[src/rtl/dot_product_sequencer_pkg.sv]
// Shared geometry defaults and FSM state encoding for the dot-product sequencer.
package dot_product_sequencer_pkg;

    localparam int DEF_N_ELEM  = 8;
    localparam int DEF_ELEM_W  = 4;
    localparam int DEF_RES_W   = 16;
    localparam int DEF_TIMEOUT = 15;

    typedef enum logic [2:0] {
        S_IDLE   = 3'd0,
        S_CLEAR  = 3'd1,
        S_STREAM = 3'd2,
        S_WAIT   = 3'd3,
        S_HOLD   = 3'd4
    } state_t;

    function automatic logic is_busy(input state_t s);
        return s != S_IDLE;
    endfunction

endpackage

[src/rtl/dot_product_sequencer_if.sv]
// Host write/result bus plus the MAC-facing stream, bundled as one interface.
interface dot_product_sequencer_if
    import dot_product_sequencer_pkg::*;
#(
    parameter int N_ELEM = DEF_N_ELEM,
    parameter int ELEM_W = DEF_ELEM_W,
    parameter int RES_W  = DEF_RES_W
) ();
    localparam int IDX_W = $clog2(N_ELEM);

    logic              wr_en;
    logic              wr_sel;
    logic [IDX_W-1:0]  wr_addr;
    logic [ELEM_W-1:0] wr_data;
    logic              start;
    logic              busy;
    logic              res_valid;
    logic              res_ready;
    logic [RES_W-1:0]  res_data;
    logic              timeout_err;

    logic              mac_clr;
    logic              mac_en;
    logic [ELEM_W-1:0] mac_a;
    logic [ELEM_W-1:0] mac_b;
    logic              mac_done;
    logic [RES_W-1:0]  mac_result;

    // The master side is the environment: host plus the MAC it talks to.
    modport master (
        output wr_en, wr_sel, wr_addr, wr_data, start, res_ready, mac_done, mac_result,
        input  busy, res_valid, res_data, timeout_err, mac_clr, mac_en, mac_a, mac_b
    );

    modport slave (
        input  wr_en, wr_sel, wr_addr, wr_data, start, res_ready, mac_done, mac_result,
        output busy, res_valid, res_data, timeout_err, mac_clr, mac_en, mac_a, mac_b
    );

endinterface

[src/rtl/dot_product_sequencer_vec_regfile.sv]
// One operand vector: single write port, asynchronous read port, cleared on reset.
module dp_vec_regfile #(
    parameter int N_ELEM = 8,
    parameter int ELEM_W = 4
) (
    input  logic                      CLK,
    input  logic                      RESET,
    input  logic                      wr_en,
    input  logic [$clog2(N_ELEM)-1:0] wr_addr,
    input  logic [ELEM_W-1:0]         wr_data,
    input  logic [$clog2(N_ELEM)-1:0] rd_addr,
    output logic [ELEM_W-1:0]         rd_data
);

    logic [ELEM_W-1:0] mem [N_ELEM];

    // NOTE: this storage is flops, not a RAM macro, so clearing it on reset is legal and required.
    always_ff @(posedge CLK or posedge RESET) begin
        if (RESET) begin
            for (int i = 0; i < N_ELEM; i++) begin
                mem[i] <= '0;
            end
        end else if (wr_en) begin
            mem[wr_addr] <= wr_data;
        end
    end

    assign rd_data = mem[rd_addr];

endmodule

[src/rtl/dot_product_sequencer.sv]
// Host front end for the 8-element MAC: holds operands, streams pairs, captures the result.
module dot_product_sequencer
    import dot_product_sequencer_pkg::*;
#(
    parameter int N_ELEM  = DEF_N_ELEM,
    parameter int ELEM_W  = DEF_ELEM_W,
    parameter int RES_W   = DEF_RES_W,
    parameter int TIMEOUT = DEF_TIMEOUT
) (
    input logic                    CLK,
    input logic                    RESET,
    dot_product_sequencer_if.slave bus
);

    localparam int IDX_W  = $clog2(N_ELEM);
    localparam int TCNT_W = $clog2(TIMEOUT + 1);
    localparam logic [IDX_W-1:0]  LAST_IDX = IDX_W'(N_ELEM - 1);
    localparam logic [TCNT_W-1:0] TCNT_MAX = TCNT_W'(TIMEOUT);

    state_t            state;
    logic [IDX_W-1:0]  idx;
    logic [TCNT_W-1:0] tcnt;
    logic [RES_W-1:0]  res_data;
    logic              res_valid;
    logic              timeout_err;
    logic              mac_clr;
    logic              mac_en;
    logic [ELEM_W-1:0] mac_a;
    logic [ELEM_W-1:0] mac_b;

    logic              host_wr;
    logic              wr_a;
    logic              wr_b;
    logic [IDX_W-1:0]  rd_addr;
    logic [ELEM_W-1:0] rd_a;
    logic [ELEM_W-1:0] rd_b;

    assign host_wr = bus.wr_en && (state == S_IDLE);
    assign wr_a    = host_wr && !bus.wr_sel;
    assign wr_b    = host_wr && bus.wr_sel;

    // Read one element ahead so the MAC operands can be registered.
    assign rd_addr = (state == S_STREAM) ? idx + IDX_W'(1) : '0;

    dp_vec_regfile #(.N_ELEM(N_ELEM), .ELEM_W(ELEM_W)) u_vec_a (
        .CLK     (CLK),
        .RESET   (RESET),
        .wr_en   (wr_a),
        .wr_addr (bus.wr_addr),
        .wr_data (bus.wr_data),
        .rd_addr (rd_addr),
        .rd_data (rd_a)
    );

    dp_vec_regfile #(.N_ELEM(N_ELEM), .ELEM_W(ELEM_W)) u_vec_b (
        .CLK     (CLK),
        .RESET   (RESET),
        .wr_en   (wr_b),
        .wr_addr (bus.wr_addr),
        .wr_data (bus.wr_data),
        .rd_addr (rd_addr),
        .rd_data (rd_b)
    );

    // NOTE: every state flop uses <= so all updates see the pre-edge values.
    always_ff @(posedge CLK or posedge RESET) begin
        if (RESET) begin
            state       <= S_IDLE;
            idx         <= '0;
            tcnt        <= '0;
            res_data    <= '0;
            res_valid   <= 1'b0;
            timeout_err <= 1'b0;
            mac_clr     <= 1'b0;
            mac_en      <= 1'b0;
            mac_a       <= '0;
            mac_b       <= '0;
        end else begin
            mac_clr <= 1'b0;
            case (state)
                S_IDLE: begin
                    if (bus.start) begin
                        mac_clr     <= 1'b1;
                        timeout_err <= 1'b0;
                        state       <= S_CLEAR;
                    end
                end
                S_CLEAR: begin
                    idx    <= '0;
                    mac_en <= 1'b1;
                    mac_a  <= rd_a;
                    mac_b  <= rd_b;
                    state  <= S_STREAM;
                end
                S_STREAM: begin
                    if (idx == LAST_IDX) begin
                        mac_en <= 1'b0;
                        mac_a  <= '0;
                        mac_b  <= '0;
                        tcnt   <= '0;
                        state  <= S_WAIT;
                    end else begin
                        idx   <= idx + IDX_W'(1);
                        mac_a <= rd_a;
                        mac_b <= rd_b;
                    end
                end
                S_WAIT: begin
                    if (bus.mac_done) begin
                        res_data  <= bus.mac_result;
                        res_valid <= 1'b1;
                        state     <= S_HOLD;
                    end else if (tcnt == TCNT_MAX) begin
                        timeout_err <= 1'b1;
                        res_data    <= '0;
                        res_valid   <= 1'b1;
                        state       <= S_HOLD;
                    end else begin
                        tcnt <= tcnt + TCNT_W'(1);
                    end
                end
                S_HOLD: begin
                    if (res_valid && bus.res_ready) begin
                        res_valid <= 1'b0;
                        state     <= S_IDLE;
                    end
                end
                default: state <= S_IDLE;
            endcase
        end
    end

    assign bus.busy        = is_busy(state);
    assign bus.res_valid   = res_valid;
    assign bus.res_data    = res_data;
    assign bus.timeout_err = timeout_err;
    assign bus.mac_clr     = mac_clr;
    assign bus.mac_en      = mac_en;
    assign bus.mac_a       = mac_a;
    assign bus.mac_b       = mac_b;

endmodule
[src/flat_wrapper.sv]
// flat-port wrapper written by rule: the top's interface ports become plain ports
module dot_product_sequencer_flat import dot_product_sequencer_pkg::*;
#(
    parameter int N_ELEM  = DEF_N_ELEM,
    parameter int ELEM_W  = DEF_ELEM_W,
    parameter int RES_W   = DEF_RES_W,
    parameter int TIMEOUT = DEF_TIMEOUT
)
  (CLK, RESET, bus_wr_en, bus_wr_sel, bus_wr_addr, bus_wr_data, bus_start, bus_res_ready, bus_mac_done, bus_mac_result, bus_busy, bus_res_valid, bus_res_data, bus_timeout_err, bus_mac_clr, bus_mac_en, bus_mac_a, bus_mac_b);
  dot_product_sequencer_if #(.N_ELEM(N_ELEM), .ELEM_W(ELEM_W), .RES_W(RES_W)) bus_i ();
  input logic CLK;
  input logic RESET;
  input wire logic [$bits(bus_i.wr_en)-1:0] bus_wr_en;
  input wire logic [$bits(bus_i.wr_sel)-1:0] bus_wr_sel;
  input wire logic [$bits(bus_i.wr_addr)-1:0] bus_wr_addr;
  input wire logic [$bits(bus_i.wr_data)-1:0] bus_wr_data;
  input wire logic [$bits(bus_i.start)-1:0] bus_start;
  input wire logic [$bits(bus_i.res_ready)-1:0] bus_res_ready;
  input wire logic [$bits(bus_i.mac_done)-1:0] bus_mac_done;
  input wire logic [$bits(bus_i.mac_result)-1:0] bus_mac_result;
  output wire logic [$bits(bus_i.busy)-1:0] bus_busy;
  output wire logic [$bits(bus_i.res_valid)-1:0] bus_res_valid;
  output wire logic [$bits(bus_i.res_data)-1:0] bus_res_data;
  output wire logic [$bits(bus_i.timeout_err)-1:0] bus_timeout_err;
  output wire logic [$bits(bus_i.mac_clr)-1:0] bus_mac_clr;
  output wire logic [$bits(bus_i.mac_en)-1:0] bus_mac_en;
  output wire logic [$bits(bus_i.mac_a)-1:0] bus_mac_a;
  output wire logic [$bits(bus_i.mac_b)-1:0] bus_mac_b;
  assign bus_i.wr_en = bus_wr_en;
  assign bus_i.wr_sel = bus_wr_sel;
  assign bus_i.wr_addr = bus_wr_addr;
  assign bus_i.wr_data = bus_wr_data;
  assign bus_i.start = bus_start;
  assign bus_i.res_ready = bus_res_ready;
  assign bus_i.mac_done = bus_mac_done;
  assign bus_i.mac_result = bus_mac_result;
  assign bus_busy = bus_i.busy;
  assign bus_res_valid = bus_i.res_valid;
  assign bus_res_data = bus_i.res_data;
  assign bus_timeout_err = bus_i.timeout_err;
  assign bus_mac_clr = bus_i.mac_clr;
  assign bus_mac_en = bus_i.mac_en;
  assign bus_mac_a = bus_i.mac_a;
  assign bus_mac_b = bus_i.mac_b;
  dot_product_sequencer #(.N_ELEM(N_ELEM), .ELEM_W(ELEM_W), .RES_W(RES_W), .TIMEOUT(TIMEOUT)) u_core (.CLK(CLK), .RESET(RESET), .bus(bus_i));
endmodule
[config.mk]
export PLATFORM = sky130hd
export DESIGN_NAME = dot_product_sequencer_flat
export DESIGN_NICKNAME = d
export VERILOG_FILES = /design/src/rtl/dot_product_sequencer_pkg.sv /design/src/rtl/dot_product_sequencer_if.sv /design/src/rtl/dot_product_sequencer_vec_regfile.sv /design/src/rtl/dot_product_sequencer.sv /design/src/flat_wrapper.sv
export SDC_FILE = /design/constraint.sdc
export NUM_CORES = 1
export LEC_CHECK = 0
export ABC_AREA = 1
export BUFFER_PORTS_ARGS = -buffer_cell sky130_fd_sc_hd__buf_2
export CAP_MARGIN = 15
export CORE_MARGIN = 3
export CORE_UTILIZATION = 58
export DETAILED_ROUTE_END_ITERATION = 8
export PLACE_DENSITY = 0.87
export SLEW_MARGIN = 25
export SYNTH_ARGS = -nofsm -noshare
export SYNTH_HDL_FRONTEND = slang
export SYNTH_SLANG_ARGS = --single-unit
[constraint.sdc]
create_clock -name CLK -period 3.8 [get_ports CLK]
set_input_delay 0.38 -clock CLK [delete_from_list [all_inputs] [get_ports CLK]]
set_output_delay 0.38 -clock CLK [all_outputs]
set_load 0.05 [all_outputs]
==> impl_metrics.tcl, run 1 <==
set metrics [dict create \
    mostFrequentLayoutCells "179 x nand2_1, 101 x dfrtp_1, 66 x o21ai_0, 58 x buf_2, 40 x nand3_1" \
    grt_setup_unrepaired "false" \
    nets 639 \
    multi_input_area_um2 1860 \
    gp_congestion 0.990 \
    drive_gt1_share_pct 14.2 \
    via_count 4184 \
    outcome "finished clean" \
    finalSetupViolations 0 \
    preCtsSetupSlack_ns 1.27 \
    yosysUniqueCellTypes 24 \
    seq_area_um2 2550 \
    die-area_um2 9140 \
    clk_pin_slew_ns 0.10 \
    cts_buffer_depth 2 \
    vdd_drop_max_v 0.000315 \
    h-tree-depth 3 \
    grt_pass1_wl_um 19300 \
    slew_headroom_pct 49.3 \
    nFillCells 643 \
    required_ns 4.05 \
    core_area_um2 7770 \
    fp.dieW_um 95.6 \
    syn_inst 557 \
    layout_setup_ws_ns 1.29 \
    tritoncts "yes" \
    pwr_density_cell_nw_per_um2 846 \
    netlist_area_um2 4660 \
    hp-class "input pin to asynchronous set/reset pin" \
    synth_warnings 0 \
    p_leak_nw 2.76 \
    cts.sinks 102 \
    crit_fanout 34 \
    finClkSkew_ns 0.0104 \
    wl_per_cell_um 16.9 \
    worstMarginPinSlew_ns 0.760 \
    drtIter0Drc 439 \
    antenna_cells 0 \
    maxCapViolCount 0 \
    synth_seq_area_share_pct 54.8 \
    syn-num-nets 590 \
    antenna_left 0 \
    start_util_pct 60.0 \
    cp-start-kind "flip-flop" \
    synthTopCellsByArea "dfrtp_1 55%, nand2_1 14%, o21ai_0 7.1%" \
    gr-total-overflow 0 \
    hold_viol 0 \
    wl_um 12000 \
    syn2layout_area_growth_pct 12.3 \
    drv_slew 0 \
    grt_pass1_vias 3938 \
    clock_latency_ns 0.37 \
    postLayoutCoreUtil_pct 67.3 \
    final_common_cell "nand2_1" \
    ys_ff_latch 102 \
    hpwlAfterDp_um 8280 \
    vias_per_cell 5.87 \
    criticalPathCategory "flip-flop to flip-flop" \
    post_cts_resized 0 \
    track_usage_pct 27.5 \
    grt_max_degree 89 \
    firstDrtPassIters 5 \
    cp-end-kind "flip-flop" \
    yosys.area.top_type "dfrtp_1" \
    ioPinCount 59 \
    antenna_found_initial 0 \
    io_buffers 58 \
    cts_root_buf "clkbuf_8" \
    cts_buffers 9 \
    drc 0 \
    crit_arrival_ns 2.76 \
    whs_ns 0.157 \
    die_y_um 95.6 \
    syn_area_per_cell_um2 8.36 \
    finalSetupTns_ns 0 \
    cts_setup_buffers 0 \
    fmax_mhz 399 \
    min_period_ns 2.51 \
    fp-row-count 32 \
    synth_top_area_share_pct 54.8 \
    postCtsHoldBufs 0 \
    fin_crit_sh_pct 66.0 \
]
-- cell type report --
type | instances | area share [%]
clock buffer | 10 | 2.63
clock inverter | 6 | 1.46
inverter | 41 | 3.04
multi-input combinational | 391 | 35.6
sequential | 102 | 48.9
tap | 102 | 2.44
timing repair buffer | 61 | 5.98
-- registers in the layout, indices dropped and copies added, names as in the netlist, 3 cells and up --
name / count
u_core.bus.res_data: 16
u_core.u_vec_a.mem: 32
u_core.idx: 3
u_core.bus.mac_b: 4
u_core.u_vec_b.mem: 32
u_core.state: 3
u_core.tcnt: 4
u_core.bus.mac_a: 4
-- critical path, stage by stage, from the launching register on --
cell     delay (ns)
dfrtp_1        0.47
nor2_4         0.59
nand3_1        0.68
o21ai_0        0.36
o21ai_0        0.13
nand2_1        0.08
nand3_1        0.07
-- cell families after synthesis --
group | Yosys count | synth area share [%]
AND/OR/NAND/NOR | 293 | 27.4
flip-flops | 102 | 54.8
XOR/XNOR | 1 | 0.188
AO/OA/AOI/OAI | 94 | 11.4
buffers and inverters | 64 | 5.32
adder cells (fa/ha/maj) | 3 | 0.806
-- report_power, final --
group          switching [W]  internal, W
clock network       0.000385     0.000333
logic                0.00131     0.000517
registers           0.000366      0.00152
-- through the flow --
stage / area [um2] / instances / power, W
3_5_place_dp: 5010 / 697 / 0.00366
3_3_place_gp: 5010 / 697 / 0.00358
2_1_floorplan: 4660 / 557 / 0.00318
4_1_cts: 5220 / 713 / 0.00439
6_report: 5230 / 713 / 0.00442
5_1_grt: 5230 / 713 / 0.00470
-- final timing paths --
path / start / to / slack (ns) / cells past startpoint
worst max-delay path: u_core.state[0] / u_core.bus.mac_b[2] / 1.29 / 6
worst min-delay path: RESET / u_core.tcnt[2] / 0.16 / 2
worst max register to register: u_core.state[0] / u_core.bus.mac_b[2] / 1.29 / 6
worst min register to register: u_core.bus.mac_en / u_core.bus.mac_en / 0.49 / 2
max in group asynchronous: RESET / u_core.bus.mac_clr / 2.96 / 3
min in group CLK: bus_mac_result[12] / u_core.bus.res_data[12] / 0.25 / 2
-- Yosys cell counts --
cell type / count
o21ai_1: 6
buf_2: 6
nor2_4: 1
nor4_1: 1
nor2_1: 30
nor3_1: 9
o21bai_1: 1
nand2_2: 1
nand3b_1: 1
inv_2: 3
nand2_1: 179
nor3_4: 1
xor2_1: 1
nand4_1: 29
clkbuf_1: 16
a22o_1: 16
buf_1: 1
nor3b_4: 1
nand3_1: 40
o21ai_0: 66
dfrtp_1: 102
ha_1: 3
a21oi_1: 5
inv_1: 38
-- routing by layer --
layer	part of all wire (%)	vias up	routed length (um)	global-route usage, %
met2	46	237	5560	42.4
met5	0	-	0	0
met3	11	29	1280	8.52
li1	-	1946	-	-
met4	2.4	0	292	9.12
met1	41	1972	4890	37.0
No activity file was read; power rests on OpenSTA's default activity.
==> run 2, diff against run 1 <==
Clock period 3.8 ns to 2.5 ns, I/O delays scaled along.
==> run 2 against run 1 <==
Net effect: critical path depth up 4; core utilization up 0.31 points; clock skew up 0.00088 ns; register-to-register slack worse by 0.98 ns; clock power up 34%; cell area up 0.45%; global-route usage down 0.36 points; combinational power up 58%; first-iteration DRC count down 5.0%; setup slack worse by 0.98 ns; non-clock buffer count up 6; largest power group is now combinational logic; highest routed layer unchanged.
==> impl_metrics.tcl, run 2 (synthesis gave the netlist of run 1 again) <==
set metrics [dict create \
    drc 0 \
    pwr_density_cell_nw_per_um2 1250 \
    cp_slowest_stage_delay_ns 0.45 \
    slew_headroom_pct 45.5 \
    nets 645 \
    wl_um 11400 \
    place_inst 703 \
    mostFrequentLayoutCells "179 x nand2_1, 102 x dfrtp_1, 66 x o21ai_0, 58 x buf_2, 40 x nand3_1" \
    cts_buffers 9 \
    crit_slowest_cell "dfrtp_1" \
    min_period_ns 2.19 \
    clockPowerShare_pct 14.6 \
    cts_buffer_depth 2 \
    cts.sinks 102 \
    clk_pin_slew_ns 0.10 \
    seq_power_share_pct 41.7 \
    pwr-share-comb_pct 43.7 \
    postLayoutCoreUtil_pct 67.6 \
    reg2reg_setup_slack_ns 0.31 \
    antenna_cells 0 \
    cts_setup_buffers 0 \
    fmax_mhz 456 \
    r2r_cells 10 \
    criticalPathCategory "flip-flop to flip-flop" \
    power.switching_w 0.00306 \
    wl_per_cell_um 15.8 \
    clock_latency_ns 0.37 \
    cellInternalPower_w 0.00351 \
    path_cells "nor2_4, buf_4, nand2_1, inv_1, nand2_1, inv_1, nand3_1, nand2_1, nand2_1, nand2_1" \
    start_util_pct 60.0 \
    final_common_cell "nand2_1" \
    finClkSkew_ns 0.0113 \
    cts_root_buf "clkbuf_8" \
    drv_slew 0 \
    antenna_found_initial 0 \
    postCtsHoldBufs 0 \
    finalSetupTns_ns 0 \
    cp-end-kind "flip-flop" \
    finalPower_w 0.00657 \
    crit_fanout 31 \
    grt_pass1_wl_um 19000 \
    maxCapViolCount 0 \
    ioPinCount 59 \
    fin_crit_sh_pct 87.6 \
    grt_setup_unrepaired "false" \
    grt_max_degree 37 \
    fp-row-count 32 \
    cp-start-kind "flip-flop" \
    vias_per_cell 5.67 \
    drtIter0Drc 417 \
    cp_common_cell "nand2_1" \
    vdd_drop_max_v 0.000609 \
    die-area_um2 9140 \
    gp_congestion 0.920 \
    h-tree-depth 3 \
    antenna_left 0 \
    tritoncts "yes" \
    post_cts_resized 0 \
    finalSetupViolations 0 \
    hold_viol 0 \
    syn2layout_area_growth_pct 12.8 \
    hp-class "input pin to asynchronous set/reset pin" \
    fp.dieW_um 95.6 \
    hpwlAfterDp_um 7930 \
    outcome "finished clean" \
    track_usage_pct 27.1 \
    io_buffers 58 \
    nFillCells 630 \
    top_regs "u_core.u_vec_a.mem (32), u_core.u_vec_b.mem (32), u_core.bus.res_data (16)" \
    dpl_cell_area_um2 5080 \
    crit_arrival_ns 2.51 \
    gr-total-overflow 0 \
    fin_cells 719 \
    finish.instance_area_um2 5250 \
    required_ns 2.82 \
    worstMarginPinSlew_ns 0.816 \
    r2r_start "u_core.state[0]" \
    drive_gt1_share_pct 14.6 \
    sw_frac_of_total_pct 46.6 \
    grt_pass1_vias 3923 \
    worstReg2RegEnd "u_core.bus.mac_b[1]" \
    p_leak_nw 2.77 \
    firstDrtPassIters 5 \
    die_y_um 95.6 \
    core_area_um2 7770 \
    via_count 4080 \
]
run 2: critical path: cells and delay by family (launching register included):
family                 cells  cell delay [ns]
DFF                        1             0.45
and+or+nand+nor            7             0.92
buffers and inverters      3             0.75
run 2: metrics by stage:
stage	hold slack [ns]	setup slack, ns
2_1_floorplan	0.390	0.872
3_3_place_gp	0.440	0.491
3_5_place_dp	0.431	0.423
4_1_cts	0.0287	0.413
5_1_grt	0.0561	0.140
6_report	0.0121	0.309
run 2: final cells by class:
cell class	count	area, um2	area share (%)
Clock inverter	6	46.3	0.882
Timing Repair Buffer	67	383	7.29
Clock buffer	10	128	2.43
Sequential cell	102	2550	48.6
Multi-Input combinational cell	391	1860	35.4
Tap cell	102	128	2.43
Inverter	41	158	3.00
run 2: routing by layer:
metal | track usage [%] | part of all wire (%)
met3 | 7.50 | 8.9
met4 | 10.8 | 2.1
met5 | 0 | 0
met1 | 37.7 | 44
met2 | 40.4 | 45
run 2: power by group through the flow:
stage	registers (W)	logic [W]	clock network [W]
after CTS	0.00273	0.00285	0.000959
after global routing	0.00281	0.00319	0.00104
after floorplan	0.00325	0.00158	0
after detailed placement	0.00276	0.00283	0
after global placement	0.00274	0.00274	0
final	0.00274	0.00287	0.000959
run 2: how the worst max path moves through the flow:
stage	start	end	slack, ns	cells after the start
floorplan	u_core.state[0]	u_core.u_vec_b.mem[24]	0.87	6
CTS	u_core.state[0]	u_core.bus.mac_b[1]	0.41	10
finish	u_core.state[0]	u_core.bus.mac_b[1]	0.31	10
global placement	u_core.idx[0]	u_core.bus.mac_a[2]	0.49	8
detailed placement	u_core.idx[0]	u_core.bus.mac_b[1]	0.42	8
global route	u_core.state[2]	u_core.bus.mac_b[1]	0.14	10
